`config.mk`:
```
export PLATFORM = sky130hd
export DESIGN_NAME = nop_insert_ctrl
export DESIGN_NICKNAME = d
export VERILOG_FILES = /design/src/rtl/nop_insert_ctrl.sv
export SDC_FILE = /design/constraint.sdc
export NUM_CORES = 1
export LEC_CHECK = 0
export CORE_MARGIN = 2
export CORE_UTILIZATION = 44
export DETAILED_ROUTE_END_ITERATION = 8
export GPL_ROUTABILITY_DRIVEN = 0
export PLACE_DENSITY = 0.8
export SYNTH_ARGS = -nofsm -noshare
export SYNTH_HDL_FRONTEND = slang
export SYNTH_SLANG_ARGS = --single-unit
```
`constraint.sdc`:
```
create_clock -name clock -period 4.9 [get_ports clock]
set_input_delay 1.47 -clock clock [delete_from_list [all_inputs] [get_ports clock]]
set_output_delay 1.47 -clock clock [all_outputs]
set_load 0.01 [all_outputs]
```
`src/rtl/nop_insert_ctrl.sv`:
```
`default_nettype none
// ============================================================================
// Module      : nop_insert_ctrl
// Description : RAW hazard scheduler placed between ID and EX of an in-order,
//               non-forwarding pipeline. It records the destinations of
//               in-flight writers in a shift scoreboard. When the ID
//               instruction reads a pending register, the scheduler holds
//               IF/ID and feeds exactly enough NOP bubbles into EX for the
//               write to complete.
//               Optional NOP statistics counter: define NOP_INSERT_STATS_EN.
// Revision    : 1.0 - initial release
// ============================================================================
module nop_insert_ctrl #(
  parameter int HAZ_DEPTH = 3,   // EX entry to register-file write, 1..7
  parameter int STAT_W    = 16   // width of the injected-NOP counter
) (
  input  logic              clock,
  input  logic              reset,
  input  logic              id_valid,
  input  logic [31:0]       id_instr,
  output logic              issue,
  output logic              stall,
  output logic              nop_inject,
  output logic              nop_cnt_en,
  output logic [STAT_W-1:0] nop_total,
  output logic              busy
);

  localparam logic [6:0] OPC_LUI    = 7'b0110111;
  localparam logic [6:0] OPC_AUIPC  = 7'b0010111;
  localparam logic [6:0] OPC_OP_IMM = 7'b0010011;
  localparam logic [6:0] OPC_OP     = 7'b0110011;
  localparam logic [6:0] OPC_LOAD   = 7'b0000011;
  localparam logic [6:0] OPC_STORE  = 7'b0100011;

  localparam logic [0:0] ST_RUN   = 1'b0;
  localparam logic [0:0] ST_STALL = 1'b1;

  // Instruction fields
  logic [6:0] opcode;
  logic [4:0] rd;
  logic [4:0] rs1;
  logic [4:0] rs2;

  assign opcode = id_instr[6:0];
  assign rd     = id_instr[11:7];
  assign rs1    = id_instr[19:15];
  assign rs2    = id_instr[24:20];

  // funct3/funct7 and immediates have no bearing on hazards
  logic unused_fields;
  assign unused_fields = ^{id_instr[31:25], id_instr[14:12]};

  logic writes_rd;
  logic reads_rs1;
  logic reads_rs2;

  // Classify the opcode by which register operands it touches
  always_comb begin
    writes_rd = 1'b0;
    reads_rs1 = 1'b0;
    reads_rs2 = 1'b0;
    case (opcode)
      OPC_LUI, OPC_AUIPC: begin
        writes_rd = 1'b1;
      end
      OPC_OP_IMM, OPC_LOAD: begin
        writes_rd = 1'b1;
        reads_rs1 = 1'b1;
      end
      OPC_OP: begin
        writes_rd = 1'b1;
        reads_rs1 = 1'b1;
        reads_rs2 = 1'b1;
      end
      OPC_STORE: begin
        reads_rs1 = 1'b1;
        reads_rs2 = 1'b1;
      end
      default: begin
      end
    endcase
  end

  // Scoreboard: entry 0 holds the most recently issued writer
  logic [HAZ_DEPTH-1:0] sb_v;
  logic [4:0]           sb_rd [HAZ_DEPTH];
  logic                 sb_load;

  // x0 writes are never tracked since x0 cannot carry a dependency
  assign sb_load = issue && writes_rd && (rd != 5'd0);

  // Valid bits shift every cycle and clear on reset
  always_ff @(posedge clock) begin
    if (reset) begin
      sb_v <= '0;
    end else begin
      for (int k = HAZ_DEPTH - 1; k > 0; k--) begin
        sb_v[k] <= sb_v[k-1];
      end
      sb_v[0] <= sb_load;
    end
  end

  // Register tags shift freely; they only matter alongside a set valid bit
  always_ff @(posedge clock) begin
    for (int k = HAZ_DEPTH - 1; k > 0; k--) begin
      sb_rd[k] <= sb_rd[k-1];
    end
    sb_rd[0] <= rd;
  end

  logic       hit;
  logic [2:0] hit_idx;
  logic [2:0] need;

  // Find the youngest matching writer; scanning old-to-young lets it win
  always_comb begin
    hit     = 1'b0;
    hit_idx = 3'd0;
    for (int i = HAZ_DEPTH - 1; i >= 0; i--) begin
      if (sb_v[i] &&
          ((reads_rs1 && (rs1 != 5'd0) && (sb_rd[i] == rs1)) ||
           (reads_rs2 && (rs2 != 5'd0) && (sb_rd[i] == rs2)))) begin
        hit     = 1'b1;
        hit_idx = 3'(i);
      end
    end
  end

  assign need = 3'(HAZ_DEPTH) - hit_idx;

  logic [0:0] state;
  logic [0:0] next_state;
  logic [2:0] rem;
  logic [2:0] next_rem;

  // State and remaining-bubble registers
  always_ff @(posedge clock) begin
    if (reset) begin
      state <= ST_RUN;
      rem   <= 3'd0;
    end else begin
      state <= next_state;
      rem   <= next_rem;
    end
  end

  // A single-bubble hazard is handled entirely from RUN; longer ones park in STALL
  always_comb begin
    next_state = state;
    next_rem   = rem;
    case (state)
      ST_RUN: begin
        if (id_valid && hit && (need != 3'd1)) begin
          next_state = ST_STALL;
          next_rem   = need - 3'd1;
        end
      end
      ST_STALL: begin
        next_rem = rem - 3'd1;
        if (rem == 3'd1) begin
          next_state = ST_RUN;
        end
      end
      default: begin
        next_state = ST_RUN;
        next_rem   = 3'd0;
      end
    endcase
  end

  // Pipeline controls; all quiet while reset is held
  always_comb begin
    issue      = 1'b0;
    stall      = 1'b0;
    nop_inject = 1'b0;
    busy       = 1'b0;
    if (!reset) begin
      case (state)
        ST_RUN: begin
          if (id_valid) begin
            if (hit) begin
              stall      = 1'b1;
              nop_inject = 1'b1;
            end else begin
              issue = 1'b1;
            end
          end
        end
        ST_STALL: begin
          stall      = 1'b1;
          nop_inject = 1'b1;
          busy       = 1'b1;
        end
        default: begin
        end
      endcase
    end
  end

  assign nop_cnt_en = nop_inject;

`ifdef NOP_INSERT_STATS_EN
  logic [STAT_W-1:0] stat_cnt;

  // Saturating count of injected bubbles
  always_ff @(posedge clock) begin
    if (reset) begin
      stat_cnt <= '0;
    end else if (nop_inject && (stat_cnt != {STAT_W{1'b1}})) begin
      stat_cnt <= stat_cnt + STAT_W'(1);
    end
  end

  assign nop_total = stat_cnt;
`else
  assign nop_total = '0;
`endif

endmodule
`default_nettype wire

```
==> results.sh, run 1 <==
export IMPL_cp_depth=10
export IMPL_synth_area_top_cells="dfxtp_1 30%, xnor2_1 13%, buf_4 9.3%, xor2_1 4.8%, ha_1 3.4%"
export IMPL_p_leak_nw=0.9015
export IMPL_regToRegSetupSlack_ps=2220
export IMPL_grt_total_usage_pct=21.64
export IMPL_hold_class="reg2reg"
export IMPL_fp_row_count=20
export IMPL_ant_nets=0
export IMPL_drive_gt1_share_pct=29.02
export IMPL_ys_flop_type="dfxtp_1"
export IMPL_start_util_pct=46.81
export IMPL_cp_arrival_ps=3350
export IMPL_path_buf_inv=4
export IMPL_drt_iter0_drc=59
export IMPL_syn_inst=160
export IMPL_cap_violations=0
export IMPL_clk_latency_ps=320
export IMPL_io_buffers=29
export IMPL_overflow=0
export IMPL_yosys_warnings=0
export IMPL_synth_common_cells="22 x dfxtp_1, 22 x xnor2_1, 18 x buf_4"
export IMPL_final_nets=264
export IMPL_synth_edff_count=0
export IMPL_finClkSkew_ps=4.981
export IMPL_final_util_pct=67.42
export IMPL_post_synth_top_area_cell="dfxtp_1"
export IMPL_combPwrFrac_pct=19.2
export IMPL_wl_per_cell_um=13.13
export IMPL_reg2reg_from="sb_rd[0][9]$_DFF_P_"
export IMPL_cts_sinks=22
export IMPL_postCtsHoldBufs=0
export IMPL_critPathMaxFanout=5
export IMPL_antenna_found_initial=0
export IMPL_switchingPower_uw=103.6
export IMPL_grt_pass1_wl_mm=5.989
export IMPL_fin_crit_ps=4822
export IMPL_vias=1318
export IMPL_worstSetupPathType="in2out"
export IMPL_die_w_um=61.46
export IMPL_dp_hpwl_mm=2.648
export IMPL_cp_start_kind="primary input"
export IMPL_route_detailed_drc=0
export IMPL_period_share_pct=98.41
export IMPL_first_global_vias=1298
export IMPL_setup_tns_ps=0
export IMPL_syn_area_per_cell_um2=9.079
export IMPL_slowest_stage="clkdlybuf4s50_1"
export IMPL_power_internal_uw=313.3
export IMPL_cts_max_path_buffers=2
export IMPL_core_area_um2=3103
export IMPL_seq_area_frac_synth_pct=30.32
export IMPL_clkPwrFrac_pct=34.5
export IMPL_peakVddDrop_v=0.0001285
export IMPL_ys_types=44
export IMPL_synth_top_area_share_pct=30.32
export IMPL_ys_seq_elements=22
export IMPL_root_buffer="clkbuf_4"
export IMPL_p_seq_share_pct=46.3
export IMPL_r2r_cells=13
export IMPL_first_pass_iters=4
export IMPL_cp_required_ps=3430
export IMPL_worstHoldStart="sb_rd[0][7]$_DFF_P_"
export IMPL_holdWs_ps=406.3
export IMPL_wl_mm=3.520
export IMPL_crit_path_cell_trace="clkdlybuf4s50_1, and4bb_2, buf_6, o211ai_4, nor3_2, a21oi_2, buf_4, a31oi_2, o21ba_1, buf_2"
export IMPL_detail_route_vias_per_cell=4.918
export IMPL_ioPinCount=56
export IMPL_cts_tree="yes"
export IMPL_powerDensity_nw_per_um2=199.3
export IMPL_die_area_um2=3777
export IMPL_final_max_slew_violation_count=0
export IMPL_layout_setup_ws_ps=77.69
export IMPL_switching_share_pct=24.84
export IMPL_netlist_area_um2=1453
export IMPL_status="complete, no violations"
export IMPL_cp_slowest_stage_delay_ps=400
export IMPL_syn2layout_area_growth_pct=44.01
export IMPL_grt_max_degree=14
export IMPL_clk_pin_slew_ps=130
export IMPL_synth_async_reset_ratio_pct=0
export IMPL_crit_family="buffers and inverters"
export IMPL_fp_dieH_um=61.46
export IMPL_fmax_mhz=207.4
export IMPL_diodes=0
export IMPL_hold_viol=0
export IMPL_finalSetupViolCount=0
export IMPL_htreeDepth=1
export IMPL_pre_cts_ws_ps=-488.8
export IMPL_end_kind="output pin"
export IMPL_cp_startpoint="id_instr[3]"
export IMPL_hold_path_cell_count=0
export IMPL_cts_buffers=3
==> placed cells by master (no fill, tap or decap), types with 3 or more instances in the layout <==
| cell | n |
|---|---|
| nand2_1 | 8 |
| nand4_1 | 5 |
| dfxtp_1 | 22 |
| xnor2_1 | 21 |
| or3_1 | 3 |
| dlygate4sd2_1 | 3 |
| buf_4 | 34 |
| inv_1 | 7 |
| ha_1 | 4 |
| nor2_1 | 9 |
| a31oi_1 | 4 |
| clkbuf_4 | 3 |
| buf_2 | 4 |
| xor2_1 | 8 |
| clkdlybuf4s50_1 | 18 |
| nor3_1 | 4 |
| conb_1 | 16 |
==> layer usage <==
layer | GRT usage, % | wire, um | up-vias
met3 | 2.311 | 143 | 9
met4 | 8.207 | 97 | 0
met5 | 0 | 0 | -
li1 | - | - | 656
met1 | 28.79 | 1547 | 609
met2 | 36.17 | 1731 | 44
==> final cells by class <==
class                      count  area (um2)
clock buffer                   3       22.52
fill                         259        1011
multi-input combinational    126       968.4
tap                           44       55.05
clock inverter                 1       30.03
inverter                       7       26.28
timing repair buffer          65       549.3
sequential                    22       440.4
==> timing repair <==
action	in CTS	in global routing
gates cloned	0	0
gates resized for setup	30	11
buffers inserted	8	2
pin swaps	7	11
endpoints found under the setup margin	4	4
==> power by group through the flow <==
stage,combinational (mW),clock [mW],sequential (mW)
5_1_grt,0.0878,0.154,0.194
2_1_floorplan,0.0440,0,0.195
6_report,0.0801,0.144,0.193
4_1_cts,0.0771,0.142,0.193
3_5_place_dp,0.0766,0,0.197
3_3_place_gp,0.0752,0,0.196
==> registers in the layout (all words and copies together), names as in the netlist <==
| name | cells |
|---|---|
| rem | 3 |
| state | 1 |
| sb_v | 3 |
| sb_rd | 15 |
==> cell families after synthesis <==
family | after synthesis | share of synthesized area (%)
AOI/OAI and AO/OA | 20 | 12.92
other | 1 | 0.2582
adders and majority gates | 4 | 3.445
xor gates and xnor gates | 30 | 18.09
buffers and inverters | 27 | 11.63
and+or+nand+nor | 56 | 23.34
DFF | 22 | 30.32
==> path summary, 6_finish.rpt <==
check	end
worst min register to register	sb_rd[0][12]$_DFF_P_
worst max-delay path	nop_cnt_en
worst max register to register	rem[2]$_SDFFE_PP0P_
worst min-delay path	sb_rd[0][12]$_DFF_P_
==> metrics by stage <==
step	total power, mW	instances	cell area [um2]
2_1_floorplan	0.2389	175	1509
3_3_place_gp	0.2711	255	1914
3_5_place_dp	0.2732	255	1914
4_1_cts	0.4119	267	2043
5_1_grt	0.4351	268	2092
6_report	0.4169	268	2092
(Power assumes the default switching activity.)
==> run 2: changes to the inputs <==
- CORE_MARGIN: 2 -> 4
- CORE_UTILIZATION: 44 -> 47
- PLACE_DENSITY: 0.8 -> 0.85
- clock period: 4.9 -> 6.26 ns (I/O delays scaled with it)
==> results.sh, run 2 (synthesis gave the netlist of run 1 again) <==
export IMPL_fp_dieH_um=63.60
export IMPL_detail_route_vias_per_cell=5.450
export IMPL_cts_tree="yes"
export IMPL_clk_latency_ps=320
export IMPL_cp_required_ps=4380
export IMPL_htreeDepth=1
export IMPL_grt_total_usage_pct=17.85
export IMPL_largest_reg_flops=15
export IMPL_final_max_slew_violation_count=0
export IMPL_syn2layout_area_growth_pct=27.82
export IMPL_first_global_vias=1285
export IMPL_period_share_pct=98.35
export IMPL_cts_max_path_buffers=2
export IMPL_status="complete, no violations"
export IMPL_fp_row_count=19
export IMPL_first_pass_iters=4
export IMPL_rsz0062_at_grt="no"
export IMPL_clk_pin_slew_ps=130
export IMPL_holdWs_ps=401.8
export IMPL_route_detailed_drc=0
export IMPL_antenna_found_initial=0
export IMPL_regMostFlops="sb_rd"
export IMPL_peakVddDrop_v=0.0001515
export IMPL_diodes=0
export IMPL_cp_start_kind="primary input"
export IMPL_io_buffers=29
export IMPL_ioPinCount=56
export IMPL_cp_arrival_ps=4280
export IMPL_setup_tns_ps=0
export IMPL_largestRegisters="sb_rd x15, rem x3, sb_v x3"
export IMPL_final_common_cell="clkdlybuf4s50_1"
export IMPL_final_nets=240
export IMPL_hold_viol=0
export IMPL_cap_violations=0
export IMPL_grt_pass1_wl_mm=5.713
export IMPL_worstSetupPathType="in2out"
export IMPL_vias=1259
export IMPL_wl_per_cell_um=14.76
export IMPL_cts_buffers=3
export IMPL_finClkSkew_ps=4.946
export IMPL_grt_max_degree=14
export IMPL_hold_class="reg2reg"
export IMPL_wl_mm=3.410
export IMPL_start_util_pct=50.92
export IMPL_overflow=0
export IMPL_root_buffer="clkbuf_4"
export IMPL_die_area_um2=4044
export IMPL_dp_hpwl_mm=2.758
export IMPL_final_cell_mix="26 x clkdlybuf4s50_1, 22 x xnor2_1, 22 x dfxtp_1"
export IMPL_cts_sinks=22
export IMPL_finalSetupViolCount=0
export IMPL_drt_iter0_drc=45
export IMPL_ant_nets=0
export IMPL_fin_crit_ps=6157
export IMPL_p_leak_nw=0.7728
export IMPL_critPathMaxFanout=6
export IMPL_core_area_um2=2853
export IMPL_powerDensity_nw_per_um2=171.1
export IMPL_end_kind="output pin"
export IMPL_fmax_mhz=162.4
export IMPL_fillers=218
export IMPL_die_w_um=63.60
export IMPL_drive_gt1_share_pct=15.00
export IMPL_postCtsHoldBufs=0
## run 2: changes by cell type in the layout (fill, tap and decap cells not counted), moves of 3 or more
| cell | delta |
|---|---|
| buf_4 | -22 |
| clkdlybuf4s50_1 | +8 |
| buf_2 | -4 |
| dlygate4sd2_1 | -3 |
## run 2: final timing paths
check | from | endpoint | slack (ps) | depth (start not counted)
max | id_instr[16] | issue | 100 | 8
min | sb_rd[0][5]$_DFF_P_ | sb_rd[0][10]$_DFF_P_ | 400 | 0
max reg2reg | sb_rd[0][9]$_DFF_P_ | rem[2]$_SDFFE_PP0P_ | 3560 | 11
min reg2reg | sb_rd[0][5]$_DFF_P_ | sb_rd[0][10]$_DFF_P_ | 400 | 0
## run 2: power breakdown
group | switching, mW | internal, mW | total [mW] | leakage, nW
Combinational | 0.0256 | 0.0313 | 0.0570 | 0.562
Sequential | 0.00506 | 0.145 | 0.150 | 0.183
Clock | 0.0456 | 0.0648 | 0.110 | 0.0279
## run 2: worst max-delay path: stages
cell and delay (ps):
clkdlybuf4s50_1 430, or4_4 580, o211ai_4 300, nor3_2 100
a31oi_4 220, nand3_2 120, nor2_1 90, clkdlybuf4s50_1 540
## run 2: metrics by stage
step	power (mW)	area [um2]	utilization (%)	instances	worst slack, ps
3_5_place_dp	0.2097	1763	61.80	224	20.33
2_1_floorplan	0.1870	1509	-	175	978.3
5_1_grt	0.3317	1857	65.09	231	5.589
3_3_place_gp	0.2075	1763	61.80	224	96.27
4_1_cts	0.3177	1815	63.64	228	19.42
6_report	0.3177	1857	65.09	231	103.4
## run 2: layout make-up
| class | count | area, um2 | area share [%] |
|---|---|---|---|
| multi-input cells | 126 | 910.9 | 49.06 |
| flip-flops and latches | 22 | 440.4 | 23.72 |
| repair buffers | 41 | 387.9 | 20.89 |
| well taps | 31 | 38.79 | 2.089 |
| clock inverters | 1 | 30.03 | 1.617 |
| inverters | 7 | 26.28 | 1.415 |
| clock buffers | 3 | 22.52 | 1.213 |
## run 2: metal layers
| metal | part of all wire (%) | global-route usage, % |
|---|---|---|
| met5 | 0 | 0 |
| met3 | 7.1 | 4.085 |
| met1 | 40 | 19.61 |
| met4 | 2.3 | 8.086 |
| met2 | 51 | 32.20 |
## run 2: timing repair
item | in CTS | in global routing
endpoints found under the setup margin | 0 | 4
resized for setup | 0 | 5
setup buffers | 0 | 3
